### src/rtl/fft16_pkg.sv
// Shared constants, FSM state type and bit-reversal helper for the 16-point FFT frame serializer.
package fft16_pkg;

    localparam int unsigned FFT_POINTS = 16;
    localparam int unsigned IDX_W      = 4;

    typedef enum logic [0:0] {
        ST_IDLE   = 1'b0,
        ST_STREAM = 1'b1
    } state_t;

    function automatic logic [IDX_W-1:0] bitrev4(input logic [IDX_W-1:0] p);
        return {p[0], p[1], p[2], p[3]};
    endfunction

endpackage

### src/rtl/fft16_frame_serializer.sv
// Captures a 16-sample complex frame and streams it out one word per ready/valid handshake.
// Define FFT16_BITREV_OUT_EN to read the bank in bit-reversed order (natural bins from a bit-reversed FFT).
module fft16_frame_serializer
    import fft16_pkg::*;
#(
    parameter int unsigned N = 16
) (
    input  logic                    i_clk,
    input  logic                    i_rst,
    input  logic                    i_load,
    input  logic [FFT_POINTS*N-1:0] i_frame_re,
    input  logic [FFT_POINTS*N-1:0] i_frame_im,
    input  logic                    i_ready,
    output logic                    o_valid,
    output logic [N-1:0]            o_re,
    output logic [N-1:0]            o_im,
    output logic [IDX_W-1:0]        o_index,
    output logic                    o_last,
    output logic                    o_busy,
    output logic                    o_overrun
);

    state_t           state;
    state_t           state_nx;
    logic [IDX_W-1:0] pos;
    logic [IDX_W-1:0] pos_d;
    logic [IDX_W-1:0] sel_d;
    logic             xfer;
    logic             at_last;
    logic             xfer_end;
    logic             accept;
    logic             advance;
    logic             overrun_d;
    logic             last_d;

    logic [N-1:0] bank_re [FFT_POINTS];
    logic [N-1:0] bank_im [FFT_POINTS];

    function automatic logic [IDX_W-1:0] out_sel(input logic [IDX_W-1:0] p);
`ifdef FFT16_BITREV_OUT_EN
        return bitrev4(p);
`else
        return p;
`endif
    endfunction

    assign o_valid  = (state == ST_STREAM);
    assign o_busy   = (state == ST_STREAM);
    assign xfer     = o_valid && i_ready;
    assign at_last  = (pos == IDX_W'(FFT_POINTS - 1));
    assign xfer_end = xfer && at_last;

    // State register
    always_ff @(posedge i_clk or posedge i_rst) begin
        if (i_rst) begin
            state <= ST_IDLE;
        end else begin
            state <= state_nx;
        end
    end

    // Next-state logic
    always_comb begin
        state_nx = state;
        case (state)
            ST_IDLE: begin
                if (i_load) begin
                    state_nx = ST_STREAM;
                end
            end
            ST_STREAM: begin
                if (xfer_end && !i_load) begin
                    state_nx = ST_IDLE;
                end
            end
            default: state_nx = ST_IDLE;
        endcase
    end

    // Control decode: load acceptance, counter advance, overrun and next output word
    always_comb begin
        accept    = 1'b0;
        advance   = 1'b0;
        overrun_d = 1'b0;
        case (state)
            ST_IDLE: begin
                accept = i_load;
            end
            ST_STREAM: begin
                if (xfer_end) begin
                    accept = i_load;
                end else begin
                    advance   = xfer;
                    overrun_d = i_load;
                end
            end
            default: begin
                accept = 1'b0;
            end
        endcase

        pos_d = pos;
        if (accept) begin
            pos_d = '0;
        end else if (advance) begin
            pos_d = pos + IDX_W'(1);
        end
        sel_d  = out_sel(pos_d);
        last_d = (state_nx == ST_STREAM) && (pos_d == IDX_W'(FFT_POINTS - 1));
    end

    // Bank, position counter and registered output word
    always_ff @(posedge i_clk or posedge i_rst) begin
        if (i_rst) begin
            pos       <= '0;
            o_re      <= '0;
            o_im      <= '0;
            o_index   <= '0;
            o_last    <= 1'b0;
            o_overrun <= 1'b0;
            for (int unsigned k = 0; k < FFT_POINTS; k++) begin
                bank_re[k] <= '0;
                bank_im[k] <= '0;
            end
        end else begin
            pos       <= pos_d;
            o_last    <= last_d;
            o_overrun <= overrun_d;
            if (accept) begin
                for (int unsigned k = 0; k < FFT_POINTS; k++) begin
                    bank_re[k] <= i_frame_re[k*N +: N];
                    bank_im[k] <= i_frame_im[k*N +: N];
                end
                // Position 0 maps to entry 0 in either read order, so take it straight off the bus
                o_re    <= i_frame_re[N-1:0];
                o_im    <= i_frame_im[N-1:0];
                o_index <= sel_d;
            end else if (advance) begin
                o_re    <= bank_re[sel_d];
                o_im    <= bank_im[sel_d];
                o_index <= sel_d;
            end
        end
    end

endmodule

### config.mk
export PLATFORM = sky130hd
export DESIGN_NAME = fft16_frame_serializer
export DESIGN_NICKNAME = d
export VERILOG_FILES = /design/src/rtl/fft16_pkg.sv /design/src/rtl/fft16_frame_serializer.sv
export SDC_FILE = /design/constraint.sdc
export NUM_CORES = 2
export LEC_CHECK = 0
export CAP_MARGIN = 20
export CORE_MARGIN = 4
export CORE_UTILIZATION = 51
export CTS_CLUSTER_DIAMETER = 80
export DETAILED_ROUTE_END_ITERATION = 10
export GPL_TIMING_DRIVEN = 0
export PLACE_DENSITY_LB_ADDON = 0.08
export SLEW_MARGIN = 30
export SYNTH_ARGS = -nofsm -noshare
export SYNTH_HDL_FRONTEND = slang
export SYNTH_SLANG_ARGS = --single-unit
### constraint.sdc
create_clock -name i_clk -period 26.6 [get_ports i_clk]
set_clock_uncertainty 0.05 [all_clocks]
set_input_delay 6.65 -clock i_clk [delete_from_list [all_inputs] [get_ports i_clk]]
set_output_delay 6.65 -clock i_clk [all_outputs]
set_load 0.05 [all_outputs]
==> impl_metrics.py <==
metrics = {
    "clock_tree": {
        "cts-hold-fix-buffers": 0,
        "clkTransAtPathRegs_ns": 0.06,
        "cts.path.max_buffers": 3,
        "number_of_buffers_created_by_cts": 58,
        "tritoncts_num_sinks": 555,
        "h_tree_lvls": 2,
        "cts_tree": "built",
        "post_cts_setup_driven_buffer_insertion_count": 0,
        "clk_latency_ns": 0.63,
        "clk_root_buffer_cell": "sky130_fd_sc_hd__clkbuf_16",
        "post_cts.resized_instances": 0,
    },
    "pwr": {
        "p_comb_share_pct": 36.1,
        "p_leak_uw": 0.0168,
        "power_report.internal_total_uw": 2300,
        "p_per_area_nw_per_um2": 110,
        "p_switching_uw": 1440,
        "p_clk_share_pct": 24.2,
        "worst_supply_voltage_drop_on_vdd_mv": 0.0658,
        "switching_share_pct": 38.6,
        "sequential_power_share_pct": 39.7,
    },
    "finish": {
        "postLayoutCellArea_um2": 33900,
        "drive_above_1_share_pct": 6.38,
        "fin_nets": 4136,
        "final_common_cell": "sky130_fd_sc_hd__nand2_1",
        "final_cells": 4337,
        "area_growth_syn_to_layout_pct": 34.4,
        "most-common-layout-cells": "sky130_fd_sc_hd__nand2_1, sky130_fd_sc_hd__dfrtp_1, sky130_fd_sc_hd__clkdlybuf4s50_1, sky130_fd_sc_hd__clkbuf_1, sky130_fd_sc_hd__buf_2",
        "final_core_util_pct": 69.4,
    },
    "worst_setup_path": {
        "timing.setup.critical_path_class": "in2reg",
        "crit_chain": "clkdlybuf4s50_1 -> a21boi_1 -> buf_2 -> buf_2 -> clkbuf_1 -> buf_2 -> nand2_1 -> nand2_1",
        "path_max_fanout": 10,
        "reg2reg_depth": 9,
        "end_kind": "register",
        "worstPathArrival_ns": 10.14,
        "cp_slowest_cell": "sky130_fd_sc_hd__a21boi_1",
        "timing.critical_path.from_type": "input pin",
        "critical_path_required_ns": 27.11,
        "most_prevalent_standard_cell_on_the_critical_path": "sky130_fd_sc_hd__buf_2",
        "critPathMaxStageDelay_ns": 0.73,
    },
    "sta": {
        "timing.fmax_mhz": 104,
        "tightestPinTransition_ns": 0.906,
        "remaining_max_slew_budget_at_the_tightest_pin_pct": 39.6,
        "setup_tns_ns": 0,
        "grt_setup_unrepaired": "no",
        "min_period_over_period_pct": 36.2,
        "timing.final.setup_violations": 0,
        "timing.final.hold_violations": 0,
        "timing.final.ws_setup_ns": 16.97,
        "min_period_ns": 9.63,
        "drv_slew": 0,
    },
    "global_route": {
        "global_route.overflow_total": 0,
        "first_global_vias": 25000,
        "wire_length_of_the_first_global_routing_pass_mm": 153,
        "globalRouteTotalUtil_pct": 38.2,
        "antenna_found_initial": 7,
        "grt_start_max_net_pins": 97,
    },
    "drt": {
        "drt-vias-per-instance": 5.74,
        "wl_per_cell_um": 23.8,
        "firstDrtPassIters": 5,
        "post-route-drc-count": 0,
        "ant_nets": 0,
        "dr_total_vias": 24900,
        "first_iter_violations": 2713,
        "route.final.wire_length_mm": 103,
    },
    "placed_design": {
        "buffer_ports.inserted": 554,
        "placed_cell_area_um2": 31800,
        "numPlacedInstances": 4223,
        "post-dp-hpwl_mm": 80.2,
        "detailedPlace.worstSlack_ns": 16.50,
        "globalplace.congestion": 0.992,
    },
    "min_path": {
        "hold_depth": 2,
        "hold_path_class": "reg2reg",
    },
    "synth": {
        "yosys_warnings": 0,
        "post_synth_inst_count": 2999,
        "synth_seq_cells": 555,
        "number_of_enable_type_register_cells_in_the_synthesized_netlist": 0,
        "ys_async_sr_fraction_pct": 100,
        "post_synth_num_cell_types": 55,
        "synthesis.area_um2": 25200,
        "syn-num-nets": 3516,
        "avgSynthCellArea_um2": 8.41,
        "synth_ff_type": "sky130_fd_sc_hd__dfrtp_1",
        "synth-seq-area-share_pct": 55.1,
    },
    "run_status": {
        "status": "finished clean",
    },
    "floorplan": {
        "design.core.area_um2": 48800,
        "boundaryPins": 556,
        "die_height_um": 230,
        "row_count": 81,
        "floorplan.die_area_um2": 53000,
        "initial_core_util_pct": 51.6,
        "floorplan.die.width_um": 230,
    },
    "run": {
        "cap_violations": 0,
    },
}
[worst max-delay path, delay by kind of cell]
family | cells | cell delay [ns]
buf+inv | 5 | 2.45
compound gates | 1 | 0.73
simple gates | 2 | 0.30
[cell usage after synthesis (15+ instances only)]
library cell	n	area share (%)
sky130_fd_sc_hd__buf_2	85	1.7
sky130_fd_sc_hd__nand2_1	1692	25
sky130_fd_sc_hd__o21ai_0	82	1.6
sky130_fd_sc_hd__nor3_1	33	0.66
sky130_fd_sc_hd__o31ai_1	15	0.45
sky130_fd_sc_hd__or3_1	16	0.40
sky130_fd_sc_hd__clkbuf_1	104	1.5
sky130_fd_sc_hd__mux2i_1	68	2.7
sky130_fd_sc_hd__o221ai_1	39	1.4
sky130_fd_sc_hd__mux4_2	16	1.4
sky130_fd_sc_hd__o22ai_1	26	0.65
sky130_fd_sc_hd__nand4_1	18	0.45
sky130_fd_sc_hd__and3_1	20	0.50
sky130_fd_sc_hd__nand3_1	24	0.48
sky130_fd_sc_hd__a221oi_1	17	0.59
sky130_fd_sc_hd__dfrtp_1	555	55
sky130_fd_sc_hd__a21oi_1	37	0.73
sky130_fd_sc_hd__a22oi_1	37	1.1
sky130_fd_sc_hd__a211oi_1	26	0.77
[per-stage QoR]
stage                     hold slack, ns  power (µW)
after floorplan                    0.387        2250
after global placement             0.403        2750
after detailed placement           0.406        2800
after CTS                          0.421        3700
after global routing               0.438        3920
final                              0.420        3740
[logic make-up after synthesis]
family,count (synthesis),share of synthesized area [%]
adder cells (fa/ha/maj),1,0.0496
flip-flops,555,55.1
buffers and inverters,211,3.79
AND/OR/NAND/NOR,1829,28.3
AO/OA/AOI/OAI,313,8.36
multiplexers,90,4.40
[cell type report]
type	count	area, µm²
Fill cell	3938	15000
Sequential cell	555	13900
Multi-Input combinational cell	2233	10400
Timing Repair Buffer	560	5710
Clock buffer	83	1710
Buffer	203	925
Tap cell	664	831
Clock inverter	26	405
Inverter	8	37.5
Antenna cell	5	12.5
[state kept, by name, summed over array words and instances (netlist names)]
signal and flops:
o_re 16, bank_im 256, o_overrun 1, o_im 16, o_busy 1, bank_re 256, pos 4, o_index 4
o_last 1
[power groups by stage]
stage	sequential, µW	clock (µW)	combinational [µW]
6_report	1490	905	1350
5_1_grt	1520	939	1460
4_1_cts	1470	903	1330
3_5_place_dp	1480	0	1320
3_3_place_gp	1470	0	1280
2_1_floorplan	1500	0	752
[path summary, 6_finish.rpt]
check                             start           end  slack (ns)
max                              i_load  bank_re[167]       16.97
min                        bank_im[143]  bank_im[143]        0.42
max reg2reg                      pos[0]  bank_re[167]       22.47
min reg2reg                bank_im[143]  bank_im[143]        0.42
max in group asynchronous         i_rst   bank_im[97]       18.78
min in group asynchronous         i_rst  bank_re[136]        6.42
[per-layer routing]
metal | global-route usage (%) | wire [µm] | vias to the layer above
met5 | 0 | 10 | -
met4 | 16.5 | 5510 | 2
met3 | 8.92 | 10300 | 298
met2 | 59.7 | 46800 | 1450
met1 | 51.3 | 40800 | 12200
li1 | - | - | 11000
No activity file was read; power rests on OpenSTA's default activity.
